<file path="src/rtl/bc_pkg.sv">
// Shared types and constants for the Bulls-and-Cows engine: FSM state,
// empty-digit marker and keypad helpers.
package bc_pkg;

  typedef enum logic [1:0] {
    IDLE  = 2'd0,
    ENTRY = 2'd1,
    SCORE = 2'd2,
    DONE  = 2'd3
  } bc_state_e;

  localparam logic [3:0] DIGIT_EMPTY = 4'hF;
  localparam int         NUM_KEYS    = 10;

  // Encodes a one-hot key vector; the highest set bit wins if more than one is set.
  function automatic logic [3:0] encode_key(input logic [NUM_KEYS-1:0] onehot);
    logic [3:0] d;
    d = 4'd0;
    for (int i = 0; i < NUM_KEYS; i++) begin
      d = onehot[i] ? 4'(i) : d;
    end
    return d;
  endfunction

  function automatic logic multi_hot(input logic [NUM_KEYS-1:0] v);
    return (v & (v - {{(NUM_KEYS-1){1'b0}}, 1'b1})) != {NUM_KEYS{1'b0}};
  endfunction

endpackage

</file>
<file path="src/rtl/bc_key_edge.sv">
// Keypad front end: registers the raw key levels and emits one-cycle rising-edge
// strobes (encoded digit, multi-key error, clear, ok), all registered.
module bc_key_edge
  import bc_pkg::*;
(
  input  logic                clk,
  input  logic                rst,
  input  logic [NUM_KEYS-1:0] key,
  input  logic                key_clr,
  input  logic                key_ok,
  output logic                digit_valid,
  output logic [3:0]          digit,
  output logic                multi_err,
  output logic                clr_edge,
  output logic                ok_edge
);

  logic [NUM_KEYS-1:0] key_r;
  logic [NUM_KEYS-1:0] key_rise_s;
  logic                clr_r;
  logic                ok_r;
  logic                digit_valid_r;
  logic [3:0]          digit_r;
  logic                multi_err_r;
  logic                clr_edge_r;
  logic                ok_edge_r;

  assign key_rise_s = key & ~key_r;

  // Level history and registered edge strobes.
  always_ff @(posedge clk or posedge rst) begin
    if (rst) begin
      key_r         <= {NUM_KEYS{1'b0}};
      clr_r         <= 1'b0;
      ok_r          <= 1'b0;
      digit_valid_r <= 1'b0;
      digit_r       <= 4'd0;
      multi_err_r   <= 1'b0;
      clr_edge_r    <= 1'b0;
      ok_edge_r     <= 1'b0;
    end else begin
      key_r         <= key;
      clr_r         <= key_clr;
      ok_r          <= key_ok;
      digit_valid_r <= (key_rise_s != {NUM_KEYS{1'b0}}) && !multi_hot(key_rise_s);
      digit_r       <= encode_key(key_rise_s);
      multi_err_r   <= multi_hot(key_rise_s);
      clr_edge_r    <= key_clr & ~clr_r;
      ok_edge_r     <= key_ok & ~ok_r;
    end
  end

  assign digit_valid = digit_valid_r;
  assign digit       = digit_r;
  assign multi_err   = multi_err_r;
  assign clr_edge    = clr_edge_r;
  assign ok_edge     = ok_edge_r;

endmodule

</file>
<file path="src/rtl/bulls_cows_engine.sv">
// Parametrised Bulls-and-Cows engine: guess entry, sequential strike/ball scoring
// and attempt tracking. Define BC_DUP_REJECT_EN to reject repeated digits in a guess.
module bulls_cows_engine
  import bc_pkg::*;
#(
  parameter int NUM_DIGITS = 4,
  parameter int MAX_TRIES  = 10,
  parameter int CNT_W      = $clog2(NUM_DIGITS + 1)
) (
  input  logic                    clk,
  input  logic                    rst,
  input  logic                    start,
  input  logic [4*NUM_DIGITS-1:0] answer,
  input  logic [NUM_KEYS-1:0]     key,
  input  logic                    key_clr,
  input  logic                    key_ok,
  output logic [4*NUM_DIGITS-1:0] guess,
  output logic [CNT_W-1:0]        entry_cnt,
  output logic [CNT_W-1:0]        strike,
  output logic [CNT_W-1:0]        ball,
  output logic                    score_valid,
  output logic [7:0]              tries,
  output logic                    win,
  output logic                    lose,
  output logic                    busy,
  output logic                    key_err
);

  localparam logic [CNT_W-1:0] ZERO_CNT    = {CNT_W{1'b0}};
  localparam logic [CNT_W-1:0] ONE_CNT     = CNT_W'(1'b1);
  localparam logic [CNT_W-1:0] FULL_CNT    = CNT_W'(NUM_DIGITS);
  localparam logic [7:0]       MAX_TRIES_C = 8'(MAX_TRIES);

  bc_state_e        state_r;
  bc_state_e        state_nx_s;
  logic [3:0]       ans_r   [NUM_DIGITS];
  logic [3:0]       guess_r [NUM_DIGITS];
  logic [CNT_W-1:0] entry_cnt_r;
  logic [CNT_W-1:0] idx_r;
  logic [CNT_W-1:0] strike_acc_r;
  logic [CNT_W-1:0] ball_acc_r;
  logic [CNT_W-1:0] strike_r;
  logic [CNT_W-1:0] ball_r;
  logic [7:0]       tries_r;
  logic [7:0]       tries_inc_s;
  logic             score_valid_r;
  logic             win_r;
  logic             lose_r;
  logic             key_err_r;
  logic             busy_s;

  logic             kv_digit_valid_s;
  logic [3:0]       kv_digit_s;
  logic             kv_multi_s;
  logic             kv_clr_s;
  logic             kv_ok_s;

  logic             act_digit_s;
  logic             act_clr_s;
  logic             act_err_s;
  logic             act_load_s;
  logic             act_step_s;
  logic             act_final_s;
  logic             final_win_s;
  logic             final_lose_s;
  logic             full_s;
  logic             dup_s;
  logic [CNT_W-1:0] last_idx_s;
  logic [3:0]       cur_guess_s;
  logic [3:0]       cur_ans_s;
  logic             hit_strike_s;
  logic             hit_ball_s;

  bc_key_edge u_key_edge (
    .clk         (clk),
    .rst         (rst),
    .key         (key),
    .key_clr     (key_clr),
    .key_ok      (key_ok),
    .digit_valid (kv_digit_valid_s),
    .digit       (kv_digit_s),
    .multi_err   (kv_multi_s),
    .clr_edge    (kv_clr_s),
    .ok_edge     (kv_ok_s)
  );

  // Datapath decode: current score digit, ball search, duplicate check, try count.
  always_comb begin
    full_s      = (entry_cnt_r == FULL_CNT);
    last_idx_s  = entry_cnt_r - ONE_CNT;
    cur_guess_s = DIGIT_EMPTY;
    cur_ans_s   = 4'h0;
    hit_ball_s  = 1'b0;
    dup_s       = 1'b0;
    for (int i = 0; i < NUM_DIGITS; i++) begin
      cur_guess_s = (CNT_W'(i) == idx_r) ? guess_r[i] : cur_guess_s;
      cur_ans_s   = (CNT_W'(i) == idx_r) ? ans_r[i]   : cur_ans_s;
    end
    for (int j = 0; j < NUM_DIGITS; j++) begin
      hit_ball_s = hit_ball_s | (ans_r[j] == cur_guess_s);
`ifdef BC_DUP_REJECT_EN
      // Empty slots hold F, which never matches a keyed digit, so the whole buffer can be searched.
      dup_s = dup_s | (guess_r[j] == kv_digit_s);
`else
      dup_s = 1'b0;
`endif
    end
    hit_strike_s = (cur_guess_s == cur_ans_s);
    tries_inc_s  = (tries_r == 8'hFF) ? 8'hFF : tries_r + 8'd1;
    final_win_s  = (strike_acc_r == FULL_CNT);
    final_lose_s = !final_win_s && (tries_inc_s == MAX_TRIES_C);
  end

  // FSM state register.
  always_ff @(posedge clk or posedge rst) begin
    if (rst) begin
      state_r <= IDLE;
    end else begin
      state_r <= state_nx_s;
    end
  end

  // FSM next state and per-cycle actions; start overrides everything.
  always_comb begin
    state_nx_s  = state_r;
    act_digit_s = 1'b0;
    act_clr_s   = 1'b0;
    act_err_s   = 1'b0;
    act_load_s  = 1'b0;
    act_step_s  = 1'b0;
    act_final_s = 1'b0;
    if (start) begin
      state_nx_s = ENTRY;
    end else begin
      case (state_r)
        IDLE: state_nx_s = IDLE;
        ENTRY: begin
          if (kv_clr_s) begin
            act_clr_s = (entry_cnt_r != ZERO_CNT);
          end else if (kv_ok_s) begin
            if (full_s) begin
              state_nx_s = SCORE;
              act_load_s = 1'b1;
            end else begin
              act_err_s = 1'b1;
            end
          end else if (kv_multi_s) begin
            act_err_s = 1'b1;
          end else if (kv_digit_valid_s) begin
            if (full_s || dup_s) begin
              act_err_s = 1'b1;
            end else begin
              act_digit_s = 1'b1;
            end
          end else begin
            state_nx_s = ENTRY;
          end
        end
        SCORE: begin
          // idx_r == NUM_DIGITS is the extra cycle that publishes the result.
          if (idx_r == FULL_CNT) begin
            act_final_s = 1'b1;
            if (final_win_s || final_lose_s) begin
              state_nx_s = DONE;
            end else begin
              state_nx_s = ENTRY;
            end
          end else begin
            act_step_s = 1'b1;
          end
        end
        DONE:    state_nx_s = DONE;
        default: state_nx_s = IDLE;
      endcase
    end
  end

  // FSM outputs decoded from the state register.
  always_comb begin
    busy_s = (state_r == SCORE);
  end

  // Entry buffer, answer, scoring accumulators and result registers.
  always_ff @(posedge clk or posedge rst) begin
    if (rst) begin
      for (int i = 0; i < NUM_DIGITS; i++) begin
        ans_r[i]   <= 4'h0;
        guess_r[i] <= DIGIT_EMPTY;
      end
      entry_cnt_r   <= ZERO_CNT;
      idx_r         <= ZERO_CNT;
      strike_acc_r  <= ZERO_CNT;
      ball_acc_r    <= ZERO_CNT;
      strike_r      <= ZERO_CNT;
      ball_r        <= ZERO_CNT;
      tries_r       <= 8'd0;
      score_valid_r <= 1'b0;
      win_r         <= 1'b0;
      lose_r        <= 1'b0;
      key_err_r     <= 1'b0;
    end else if (start) begin
      for (int i = 0; i < NUM_DIGITS; i++) begin
        ans_r[i]   <= answer[4*(NUM_DIGITS-1-i) +: 4];
        guess_r[i] <= DIGIT_EMPTY;
      end
      entry_cnt_r   <= ZERO_CNT;
      idx_r         <= ZERO_CNT;
      strike_acc_r  <= ZERO_CNT;
      ball_acc_r    <= ZERO_CNT;
      strike_r      <= ZERO_CNT;
      ball_r        <= ZERO_CNT;
      tries_r       <= 8'd0;
      score_valid_r <= 1'b0;
      win_r         <= 1'b0;
      lose_r        <= 1'b0;
      key_err_r     <= 1'b0;
    end else begin
      score_valid_r <= 1'b0;
      key_err_r     <= act_err_s;
      if (act_digit_s) begin
        for (int i = 0; i < NUM_DIGITS; i++) begin
          if (CNT_W'(i) == entry_cnt_r) guess_r[i] <= kv_digit_s;
        end
        entry_cnt_r <= entry_cnt_r + ONE_CNT;
      end
      if (act_clr_s) begin
        for (int i = 0; i < NUM_DIGITS; i++) begin
          if (CNT_W'(i) == last_idx_s) guess_r[i] <= DIGIT_EMPTY;
        end
        entry_cnt_r <= last_idx_s;
      end
      if (act_load_s) begin
        idx_r        <= ZERO_CNT;
        strike_acc_r <= ZERO_CNT;
        ball_acc_r   <= ZERO_CNT;
      end
      if (act_step_s) begin
        idx_r <= idx_r + ONE_CNT;
        if (hit_strike_s) begin
          strike_acc_r <= strike_acc_r + ONE_CNT;
        end else if (hit_ball_s) begin
          ball_acc_r <= ball_acc_r + ONE_CNT;
        end
      end
      if (act_final_s) begin
        for (int i = 0; i < NUM_DIGITS; i++) begin
          guess_r[i] <= DIGIT_EMPTY;
        end
        entry_cnt_r   <= ZERO_CNT;
        strike_r      <= strike_acc_r;
        ball_r        <= ball_acc_r;
        tries_r       <= tries_inc_s;
        score_valid_r <= 1'b1;
        win_r         <= final_win_s;
        lose_r        <= final_lose_s;
      end
    end
  end

  // Pack the entry buffer with digit 0 in the most significant nibble.
  always_comb begin
    guess = {(4*NUM_DIGITS){1'b1}};
    for (int i = 0; i < NUM_DIGITS; i++) begin
      guess[4*(NUM_DIGITS-1-i) +: 4] = guess_r[i];
    end
  end

  assign entry_cnt   = entry_cnt_r;
  assign strike      = strike_r;
  assign ball        = ball_r;
  assign score_valid = score_valid_r;
  assign tries       = tries_r;
  assign win         = win_r;
  assign lose        = lose_r;
  assign busy        = busy_s;
  assign key_err     = key_err_r;

endmodule

</file>
<file path="config.mk">
export PLATFORM = sky130hd
export DESIGN_NAME = bulls_cows_engine
export DESIGN_NICKNAME = d
export VERILOG_FILES = /design/src/rtl/bc_pkg.sv /design/src/rtl/bc_key_edge.sv /design/src/rtl/bulls_cows_engine.sv
export SDC_FILE = /design/constraint.sdc
export NUM_CORES = 1
export LEC_CHECK = 0
export BUFFER_PORTS_ARGS = -buffer_cell sky130_fd_sc_hd__buf_4
export CAP_MARGIN = 5
export CORE_MARGIN = 4
export CORE_UTILIZATION = 50
export CTS_CLUSTER_DIAMETER = 120
export DETAILED_ROUTE_END_ITERATION = 10
export PLACE_DENSITY_LB_ADDON = 0.15
export SKIP_LAST_GASP = 1
export SLEW_MARGIN = 20
export SYNTH_ARGS = -nofsm -noshare
export SYNTH_HDL_FRONTEND = slang
export SYNTH_SLANG_ARGS = --single-unit
</file>
<file path="constraint.sdc">
create_clock -name clk -period 5.63 [get_ports clk]
set_input_delay 1.126 -clock clk [delete_from_list [all_inputs] [get_ports clk]]
set_output_delay 1.126 -clock clk [all_outputs]
set_load 0.05 [all_outputs]
</file>
After elaboration in Yosys (flattened, before gate mapping)
Index checks and enable logic that the tools add are counted.

Multiplexer cells: 94. Add/subtract/negate cells: 7. Bitwise gates (word level): 10. Reductions and logical operators: 16. Eq/ne operators: 27.

Operators by type and width (number): 4-bit two-way mux (24); 16-bit two-way mux (4); 3-bit two-way mux (20); 1-bit two-way mux (34); 8-bit two-way mux (3); 10-bit AND (2); 4-bit equality test (5); 10-bit nonzero test (2); 2-bit by 3-bit equality test with 1-bit output, first input constant (6); 2-bit two-way mux (8); 3-bit by 1-bit adder with 3-bit output, second input constant (4); 4-bit inequality test, second input constant (3); 10-bit NOT (1); 10-bit by 1-bit subtractor with 10-bit output, second input constant (1); 1-bit by 3-bit equality test with 1-bit output, first input constant (3); 3-bit equality test, second input constant (3); 3-bit zero test (3); 8-bit by 1-bit adder with 8-bit output, second input constant (1); 8-bit by 4-bit equality test with 1-bit output, second input constant (1); 8-bit equality test, second input constant (1); 2-bit one-hot mux with 4 select lines (1); 3-bit nonzero test (2); 5-bit AND reduction (1); 2-bit equality test, second input constant (2); other kinds (13) (19).

Bits in registers: 84. Output and inout bits: 38. Logic and storage cells: 182. Input bits: 31.

Depth between registers and ports, before layout
Gate-level depths: netlist of the first run.

Depth in word-level cells: 13. Gate-level depth with buffers: 12. Depth with buffers taken out: 10.

Hierarchy
Synthesis of the first run repeated with hierarchy kept, for this count alone.

Cells, all modules: 448. Area total of the unflattened synthesis: 4484.3 um2.

Modules (own cells, without submodules): bulls_cows_engine (area each 3686.0 um2, cells an instance 386, seq. area each 1621.6 um2, instances 1); bc_key_edge (area each 798.3 um2, cells an instance 62, seq. area each 500.5 um2, instances 1).

Worst setup path after synthesis of the first run
OpenSTA, ideal clock, no wires.

Path type: register -> register. From: register idx_r[0]. To: register strike_acc_r[2]. Path slack: 3.088 ns. Buffers on the path: 1. Clock period less this slack: 2.542 ns. Arrival: 2.415 ns. Required time: 5.503 ns. Library setup time: 0.127 ns. Stages on the path, launching flop included: 12. Cells stage by stage: dfrtp_1 ha_1 ha_1 nor2_2 nand2_1 o22ai_2 xnor2_2 nand4_2 or3_1 buf_2 o211ai_2 o31ai_2.

Word-level cells in the longest chain between the ends: 9. Elaborated cells on any way between the ends: 20. Those cells by class: eq/ne: 5; mux: 14; reduce/logical: 1.

RTL lines: start, declared (RTL line bulls_cows_engine.sv:39) `logic [CNT_W-1:0] idx_r;`; start signal, assigned (RTL line bulls_cows_engine.sv:238) `idx_r <= idx_r + ONE_CNT;`; 3-bit zero test (RTL line bulls_cows_engine.sv:96, bulls_cows_engine.sv:97); 4-bit two-way mux (on tied branches) (4 in series) (RTL line bulls_cows_engine.sv:96, bulls_cows_engine.sv:97); 4-bit equality test (RTL line bulls_cows_engine.sv:108) `hit_strike_s = (cur_guess_s == cur_ans_s);`; 3-bit two-way mux (RTL line bulls_cows_engine.sv:239) `if (hit_strike_s) begin`; 3-bit two-way mux * (RTL line bulls_cows_engine.sv:237) `if (act_step_s) begin`; 3-bit two-way mux * (RTL line bulls_cows_engine.sv:201) `end else if (start) begin`; end signal, assigned (RTL line bulls_cows_engine.sv:240) `strike_acc_r <= strike_acc_r + ONE_CNT;`; end, declared (RTL line bulls_cows_engine.sv:40) `logic [CNT_W-1:0] strike_acc_r;`.

Every way passes the cells marked *; elsewhere a longest branch is shown, timed or not. A chain may end at the register's enable or synchronous reset.

Worst setup path after layout of the first run
Ends and elaborated chain as after synthesis.

==> results by group, run 1 <==
Clock tree
  – Deepest clock path buffer count: 2
  – Worst skew pair latency: 0.36 ns
  – CTS root buffer: clkbuf_8
  – CTS buffer count: 9
  – Hold_buf cts: 0
  – Clk slew on worst S/H paths: 0.08 ns
  – TritonCTS clock tree: done
  – Setup Buffers After CTS: 0
  – Post_cts resized: 0
  – CTS H-Tree Depth: 3
  – Clock sink total: 84

Timing
  – Final hold violation count: 0
  – Fmax: 353 MHz
  – Slew margin rel.: 0.411
  – Setup Skew: 0.0116 ns
  – # setup viols final: 0
  – Fin crit period: 2.83 ns
  – Final period utilization: 0.503
  – Slew @ Worst Pin: 0.883 ns
  – Final worst slack: 2.80 ns
  – Setup TNS: 0 ns
  – Setup repair after global routing missed its margin: no
  – Final Slew Violations: 0

Routing
  – Final WL: 9810 um
  – Routed vias/inst: 5.60
  – Total number of vias: 3,467
  – Drt first pass iters: 5
  – Final antenna-violating net count: 0
  – Drt wl/cell: 15.8 um
  – DRT iter0 DRCs: 151
  – Residual DRC: 0

Die
  – Die Footprint: 10,400 um2
  – Vert. Die Dim: 102 um
  – Horiz. Die Dim: 102 um
  – CORE AREA: 8380 um2
  – Top-level I/O count: 69
  – Site Rows: 33
  – Starting Density: 0.524

Yosys
  – Register area share after synthesis: 0.483
  – Area contributors post-synth: dfrtp_1, dfstp_2, nand3_1
  – Mapped Area: 4390 um2
  – Synth Net Count: 490
  – Synth cell count leaders: dfrtp_1, nand2_1, nand3_1, a21oi_1, nor2_1
  – Synthesized flop and latch total: 84
  – Post-synth EDFFs: 0
  – Area leader, netlist: dfrtp_1
  – Post-Syn Instances: 442
  – Share of the synthesized area in the top cell type: 0.387
  – Top FF cell, synth: dfrtp_1
  – Yosys warns: 0
  – Synth Area per Inst: 9.94 um2
  – Synth async-reset ratio: 1.00
  – Count leader, synth: dfrtp_1
  – Post-synthesis cell type count: 55

Power
  – Lkg Pwr: 2.31 nW
  – Power per Cell Area: 238 nW/um2
  – VDD IR-drop max: 0.000144 V

Final layout
  – Share of cells above drive strength 1: 0.265
  – # fillers: 736
  – Ant. Diodes: 0
  – Register area: 2120 um2
  – Area grow syn2layout: 17.3%
  – Post-Layout Cell Count: 619
  – Multi-input gate area: 2140 um2
  – # nets final: 557

Setup path
  – Worst Setup End Kind: flip-flop
  – Critical Path RT: 5.87 ns
  – Crit path arrival time: 3.07 ns
  – Crit Path Class: reg -> reg
  – Worst Path Max Fanout: 8
  – CP Launch Type: flip-flop

Global routing
  – Vias in the first global route: 3,471
  – Initial antenna violation count: 0
  – First-pass GRT wire length: 16,400 um
  – Aggregate global routing overflow: 0
  – GR Util All Layers: 0.200
  – Largest net degree at the start of global routing: 74

Run
  – Max Cap Viol: 0

Placed design
  – # port buffers: 68
  – Gpl congestion: 0.894
  – Pre-CTS setup slack: 2.83 ns
  – HPWL Detailed: 7160 um
  – Placed Cells: 603

Min path
  – Worst min path class: reg -> reg

Status
  – Outcome: finished, final reports clean
[path summary, 6_finish.rpt]
kind / startpoint / to / slack [ns] / depth (start not counted)
setup / recovery: idx_r[0] / strike_acc_r[2] / 2.80 / 10
hold / removal: u_key_edge.clr_r / u_key_edge.clr_edge / 0.40 / 1
setup reg to reg: idx_r[0] / strike_acc_r[2] / 2.80 / 10
hold reg to reg: u_key_edge.clr_r / u_key_edge.clr_edge / 0.40 / 1
max in group asynchronous: rst / ans_r[12] / 3.84 / 3
min in group asynchronous: rst / u_key_edge.key_r[5] / 0.67 / 2
[critical path, stage by stage, from the launching register on]
cell	delay [ns]
dfrtp_1	0.43
ha_1	0.22
ha_1	0.26
nor2_2	0.35
nand2_1	0.12
o22ai_2	0.32
xnor2_2	0.17
nand4_2	0.16
or3_1	0.44
o211ai_2	0.19
o31ai_2	0.08
[cells in the final DEF (no fill, tap or decap), drive strengths merged, types with 3 or more instances in the layout]
cell    Yosys  layout
o31ai       3       3
nor3b       4       4
ha         17      17
mux2       16      16
clkinv      0       3
and3        4       4
a32oi       4       4
nor3        5       5
nand4       8       8
mux2i       3       3
nor2       25      25
dfstp      16      16
a31oi       4       4
buf         6      70
nand2      57      57
nand3      48      48
a211oi      3       3
nand2b      8       8
a311oi      3       3
o21ai      19      19
clkbuf      8      10
xnor2       6       6
and4        3       3
a21oi      29      29
xor2       17      17
and2        3       3
o311ai      3       3
nor2b      15      15
inv        16      17
dfrtp      68      68
[logic make-up (layout without fill, tap and decap cells)]
family                   Yosys count  count (layout)  share of synthesized area
adder cells (fa/ha/maj)           19              19                     0.0530
multiplexers                      19              19                     0.0478
AO/OA/AOI/OAI                     78              78                      0.123
flip-flops                        84              84                      0.483
buffers and inverters             30             102                     0.0302
AND/OR/NAND/NOR                  189             189                      0.216
XOR/XNOR                          23              23                     0.0476
[metal layers]
layer | wire, um | track usage
met2 | 4960 | 0.339
met1 | 4140 | 0.252
met4 | 142 | 0.0634
met5 | 0 | 0
met3 | 563 | 0.0523
[report_power, final]
part / internal [mW] / leakage (nW) / switching [mW]
combinational: 0.0721 / 1.20 / 0.103
sequential: 0.631 / 1.03 / 0.0294
clock: 0.164 / 0.0833 / 0.227
[stage by stage]
step	utilization	hold slack, ns	power (mW)	area [um2]
3_3_place_gp	0.594	0.382	0.840	4980
2_1_floorplan	-	0.378	0.788	4390
3_5_place_dp	0.594	0.391	0.847	4980
4_1_cts	0.615	0.398	1.24	5150
5_1_grt	0.615	0.416	1.29	5150
6_report	0.615	0.398	1.23	5150
[final cells by class]
cell class | count | area share
multi-input cells | 328 | 0.415
clock buffers | 10 | 0.0248
repair buffers | 70 | 0.102
clock inverters | 6 | 0.00898
inverters | 16 | 0.0119
well taps | 105 | 0.0255
flip-flops and latches | 84 | 0.412
[sequential cells by signal (all words and copies together), names as in the netlist]
name,count
u_key_edge.digit_valid,1
score_valid,1
win,1
u_key_edge.digit,4
u_key_edge.ok_edge,1
guess,16
u_key_edge.clr_edge,1
strike,3
lose,1
strike_acc_r,3
u_key_edge.ok_r,1
idx_r,3
ball,3
state_r,2
ball_acc_r,3
u_key_edge.multi_err,1
key_err,1
u_key_edge.clr_r,1
ans_r,16
entry_cnt,3
tries,8
u_key_edge.key_r,10
(Power assumes the default switching activity.)
==> run 2: changes to the inputs <==
- clock period: 5.63 -> 2.9 ns (I/O delays scaled with it)
==> run 2 against run 1 <==
  * Worst hold slack worse by 0.11 ns
  * Non-clock buffer count up 3
  * Combinational power up 93%
  * Critical path type unchanged
  * Highest routed layer unchanged
==> results by group, run 2 (synthesis gave the netlist of run 1 again) <==
Final layout
  – Area grow syn2layout: 18.3%
  – Ant. Diodes: 0
  – Commonest cells after routing, fill and taps aside: buf_4, dfrtp_1, nand2_1
  – # nets final: 560
  – Share of cells above drive strength 1: 0.273
  – Commonest non-fill, non-tap cell in the layout: buf_4

Global routing
  – Largest net degree at the start of global routing: 49
  – Aggregate global routing overflow: 0
  – Vias in the first global route: 3,350
  – GR Util All Layers: 0.190
  – First-pass GRT wire length: 15,700 um
  – Initial antenna violation count: 0

Clock tree
  – Clk slew on worst S/H paths: 0.09 ns
  – CTS buffer count: 9
  – Worst skew pair latency: 0.35 ns
  – Clock sink total: 84
  – CTS root buffer: clkbuf_8
  – Hold_buf cts: 0
  – CTS H-Tree Depth: 3
  – Deepest clock path buffer count: 2
  – TritonCTS clock tree: done

Power
  – Internal power: 1.69 mW
  – Sequential share of power: 0.538
  – Comb pwr share: 0.142
  – Final Power: 2.38 mW
  – Power per Cell Area: 458 nW/um2
  – Clock Power Share: 0.320
  – Lkg Pwr: 2.32 nW
  – Switching part of the total: 0.293
  – P_sw: 0.698 mW
  – VDD IR-drop max: 0.000288 V

Timing
  – Setup Skew: 0.0121 ns
  – Final Slew Violations: 0
  – Final hold violation count: 0
  – Fmax: 378 MHz
  – Setup TNS: 0 ns
  – Fin crit period: 2.65 ns
  – Slew margin rel.: 0.587
  – Final period utilization: 0.913
  – Setup repair after global routing missed its margin: no
  – # setup viols final: 0
  – Slew @ Worst Pin: 0.619 ns

Die
  – Vert. Die Dim: 102 um
  – Site Rows: 33
  – CORE AREA: 8380 um2
  – Starting Density: 0.524
  – Top-level I/O count: 69
  – Horiz. Die Dim: 102 um
  – Die Footprint: 10,400 um2

Run
  – Max Cap Viol: 0

Setup path
  – Worst Setup End Kind: flip-flop
  – Crit path arrival time: 2.88 ns
  – Crit Path Class: reg -> reg
  – CP Launch Type: flip-flop
  – Worst Path Max Fanout: 8
  – Critical Path RT: 3.14 ns

Routing
  – Drt first pass iters: 4
  – Routed vias/inst: 5.63
  – Final antenna-violating net count: 0
  – Total number of vias: 3,499
  – Final WL: 9440 um
  – Drt wl/cell: 15.2 um
  – Residual DRC: 0
  – DRT iter0 DRCs: 172

Min path
  – Worst min path class: in -> async

Placed design
  – HPWL Detailed: 6860 um
  – # port buffers: 68
  – Gpl congestion: 0.886

Status
  – Outcome: finished, final reports clean
[run 2: power groups by stage]
stage / sequential (mW) / combinational, mW / clock (mW)
after floorplan: 1.32 / 0.211 / 0
after global placement: 1.30 / 0.333 / 0
after detailed placement: 1.30 / 0.341 / 0
after CTS: 1.28 / 0.342 / 0.788
after global routing: 1.29 / 0.377 / 0.834
final: 1.28 / 0.338 / 0.763
[run 2: layout make-up]
class / instances / area (um2)
Sequential cell: 84 / 2120
Clock inverter: 6 / 47.5
Clock buffer: 10 / 128
Timing Repair Buffer: 73 / 561
Multi-Input combinational cell: 328 / 2150
Fill cell: 719 / 3180
Tap cell: 105 / 131
Inverter: 16 / 61.3
[run 2: final timing paths]
path                                       from             endpoint  slack, ns  cells after the start
max in group asynchronous                   rst             guess[0]       1.90                      3
worst min register to register  u_key_edge.ok_r   u_key_edge.ok_edge       0.40                      1
worst min-delay path                        rst  u_key_edge.key_r[0]       0.29                      2
worst max register to register         idx_r[0]      strike_acc_r[2]       0.25                     10
worst max-delay path                   idx_r[0]      strike_acc_r[2]       0.25                     10
min in group clk                         key[6]  u_key_edge.key_r[6]       0.34                      1
[run 2: routing by layer]
layer | share of wire | up-vias | GRT usage
li1 | - | 1709 | -
met2 | 0.49 | 75 | 0.314
met3 | 0.056 | 5 | 0.0399
met1 | 0.44 | 1710 | 0.254
met4 | 0.0076 | 0 | 0.0521
met5 | 0 | - | 0
[run 2: repair_timing]
item                       in CTS  in global routing
gates resized for setup         0                  3
buffers inserted                0                  0
setup endpoints to repair       0                  3
[run 2: through the flow]
| stage | util | cell area [um2] | std cells | hold WS, ns | worst slack [ns] |
|---|---|---|---|---|---|
| detailed placement | 0.598 | 5010 | 606 | 0.386 | 0.137 |
| finish | 0.620 | 5200 | 622 | 0.288 | 0.254 |
| CTS | 0.619 | 5190 | 622 | 0.303 | 0.118 |
| global route | 0.620 | 5200 | 622 | 0.321 | 0.0861 |
| floorplan | - | 4390 | 442 | 0.378 | 0.181 |
| global placement | 0.598 | 5010 | 606 | 0.382 | 0.227 |
[run 2: critical path: stages (launching register included)]
cell and delay, ns:
dfrtp_1 0.42, inv_1 0.09, ha_1 0.30, nor3b_1 0.18
o311ai_2 0.31, o21ai_2 0.18, xnor2_1 0.20, nand4_2 0.16
or3_1 0.43, o211ai_2 0.18, o31ai_2 0.08
==> run 3: changes to the inputs <==
- ABC_AREA: unset -> 1
==> run 3 against run 2 <==
  * Count of clock-buffer cells in the layout increased by 1
  * Non-clock buffer count fell by 3
  * Sequential power hardly changed
  * Flip-flop and latch count did not move
  * Worst hold slack better by 0.035 ns
  * Clock power grew 6.0%
  * Global-route usage rose by 1.5 points
  * Wire length grew 15%
==> results by group, run 3 <==
Clock tree
  – CTS H-Tree Depth: 3
  – Hold_buf cts: 0
  – Clock sink total: 84
  – Clk slew on worst S/H paths: 0.09 ns
  – Deepest clock path buffer count: 2
  – CTS root buffer: clkbuf_8
  – Post_cts resized: 0
  – TritonCTS clock tree: done
  – CTS buffer count: 9
  – Worst skew pair latency: 0.36 ns
  – Setup Buffers After CTS: 0

Routing
  – DRT iter0 DRCs: 204
  – Residual DRC: 0
  – Drt first pass iters: 4
  – Total number of vias: 4,168
  – Routed vias/inst: 5.14
  – Final antenna-violating net count: 0
  – Drt wl/cell: 13.4 um
  – Final WL: 10,900 um

Die
  – Die Footprint: 11,000 um2
  – Site Rows: 35
  – Starting Density: 0.512
  – CORE AREA: 9200 um2
  – Top-level I/O count: 69
  – Horiz. Die Dim: 105 um
  – Vert. Die Dim: 105 um

Placed design
  – Gpl congestion: 0.887
  – Placed Cells: 795
  – Placed cell area: 5330 um2
  – # port buffers: 68
  – HPWL Detailed: 8270 um

Final layout
  – # fillers: 851
  – Ant. Diodes: 0
  – Commonest non-fill, non-tap cell in the layout: nand2_1
  – Final design utilization: 0.599
  – Finished Cell Area: 5510 um2
  – Commonest cells after routing, fill and taps aside: nand2_1, inv_1, buf_4
  – # nets final: 743
  – Area grow syn2layout: 17.0%
  – Post-Layout Cell Count: 811
  – Share of cells above drive strength 1: 0.193

Timing
  – Slew margin rel.: 0.455
  – Fmax: 424 MHz
  – Setup repair after global routing missed its margin: no
  – Setup TNS: 0 ns
  – Slew @ Worst Pin: 0.817 ns
  – Setup Skew: 0.00888 ns
  – Final hold violation count: 0
  – Final period utilization: 0.814
  – # setup viols final: 0
  – Fin crit period: 2.36 ns
  – Final Slew Violations: 0
  – WHS: 0.324 ns

Yosys
  – Post-synthesis cell type count: 33
  – Top FF cell, synth: dfrtp_1
  – Synth Net Count: 673
  – Post-Syn Instances: 625
  – Synth cell count leaders: nand2_1, inv_1, dfrtp_1, o21ai_0
  – Post-synth EDFFs: 0
  – Synth Area per Inst: 7.54 um2
  – Area leader, netlist: dfrtp_1
  – Count leader, synth: nand2_1
  – Mapped Area: 4710 um2
  – Area contributors post-synth: dfrtp_1, nand2_1, dfstp_2
  – Synth async-reset ratio: 1.00
  – Synthesized flop and latch total: 84
  – Yosys warns: 0
  – Share of the synthesized area in the top cell type: 0.361
  – Register area share after synthesis: 0.451

Setup path
  – FF-to-FF path depth: 17
  – Crit path arrival time: 2.61 ns
  – CP Launch Point: idx_r[0]
  – R2R Setup Slk: 0.54 ns
  – RR Endpoint: ball_acc_r[0]
  – Worst Setup End Kind: flip-flop
  – End point of the critical path: ball_acc_r[0]
  – Worst Path Max Fanout: 14
  – Critical Path RT: 3.15 ns
  – Crit Path Class: reg -> reg
  – CP Launch Type: flip-flop
  – R2R Path Start: idx_r[0]

Global routing
  – GR Util All Layers: 0.205
  – Largest net degree at the start of global routing: 48
  – Initial antenna violation count: 0
  – First-pass GRT wire length: 18,700 um
  – Vias in the first global route: 3,988
  – Aggregate global routing overflow: 0

Power
  – Power per Cell Area: 485 nW/um2
  – Lkg Pwr: 2.95 nW
  – VDD IR-drop max: 0.000428 V

Status
  – Outcome: finished, final reports clean

Run
  – Max Cap Viol: 0

Min path
  – Worst min path class: in -> reg
run 3: layout make-up:
cell class              instances  area [um2]  share of cell area
inverters                     113         425              0.0772
clock inverters                 5        42.5             0.00772
repair buffers                 70         538              0.0976
clock buffers                  11         141              0.0257
flip-flops and latches         84        2120               0.385
multi-input cells             417        2100               0.382
well taps                     111         139              0.0252
run 3: worst min path at each step:
stage / start / endpoint / depth (start not counted)
2_1_floorplan: u_key_edge.clr_r / u_key_edge.clr_edge / 1
3_3_place_gp: u_key_edge.clr_r / u_key_edge.clr_edge / 1
3_5_place_dp: u_key_edge.clr_r / u_key_edge.clr_edge / 1
4_1_cts: key[3] / u_key_edge.key_r[3] / 1
5_1_grt: key[6] / u_key_edge.key_r[6] / 1
6_report: key[3] / u_key_edge.key_r[3] / 1
run 3: power breakdown:
part	total, mW	internal (mW)	switching [mW]
logic	0.567	0.193	0.374
registers	1.30	1.24	0.0564
clock network	0.809	0.349	0.460
total	2.67	1.78	0.890
run 3: critical path: stages, from the launching register on:
cell and delay, ns:
dfrtp_1 0.43, inv_1 0.10, ha_1 0.22, nand2_2 0.20
o21ai_0 0.22, inv_1 0.07, nand2_2 0.14, nand2_2 0.12
nand2_1 0.07, nand2_1 0.04, nand2_1 0.09, inv_1 0.05
nand2_1 0.06, nand2_1 0.06, nor2_1 0.15, nor2_2 0.07
nor2_1 0.12, nor2_2 0.05
run 3: layer usage:
metal	wire [um]	GRT usage
met1	4830	0.264
met2	5370	0.350
met3	483	0.0426
met4	170	0.0562
met5	0	0
run 3: logic make-up (layout without fill, tap and decap cells):
kind of cell | after synthesis | after routing | synth area share
AO/OA/AOI/OAI | 102 | 102 | 0.120
buffers and inverters | 124 | 199 | 0.103
XOR/XNOR | 8 | 8 | 0.0149
flip-flops | 84 | 84 | 0.451
adder cells (fa/ha/maj) | 17 | 17 | 0.0452
AND/OR/NAND/NOR | 290 | 290 | 0.266
run 3: metrics by stage:
stage	power, mW	setup slack, ns
2_1_floorplan	1.72	0.181
3_3_place_gp	1.87	0.637
3_5_place_dp	1.88	0.559
4_1_cts	2.70	0.553
5_1_grt	2.83	0.340
6_report	2.67	0.541
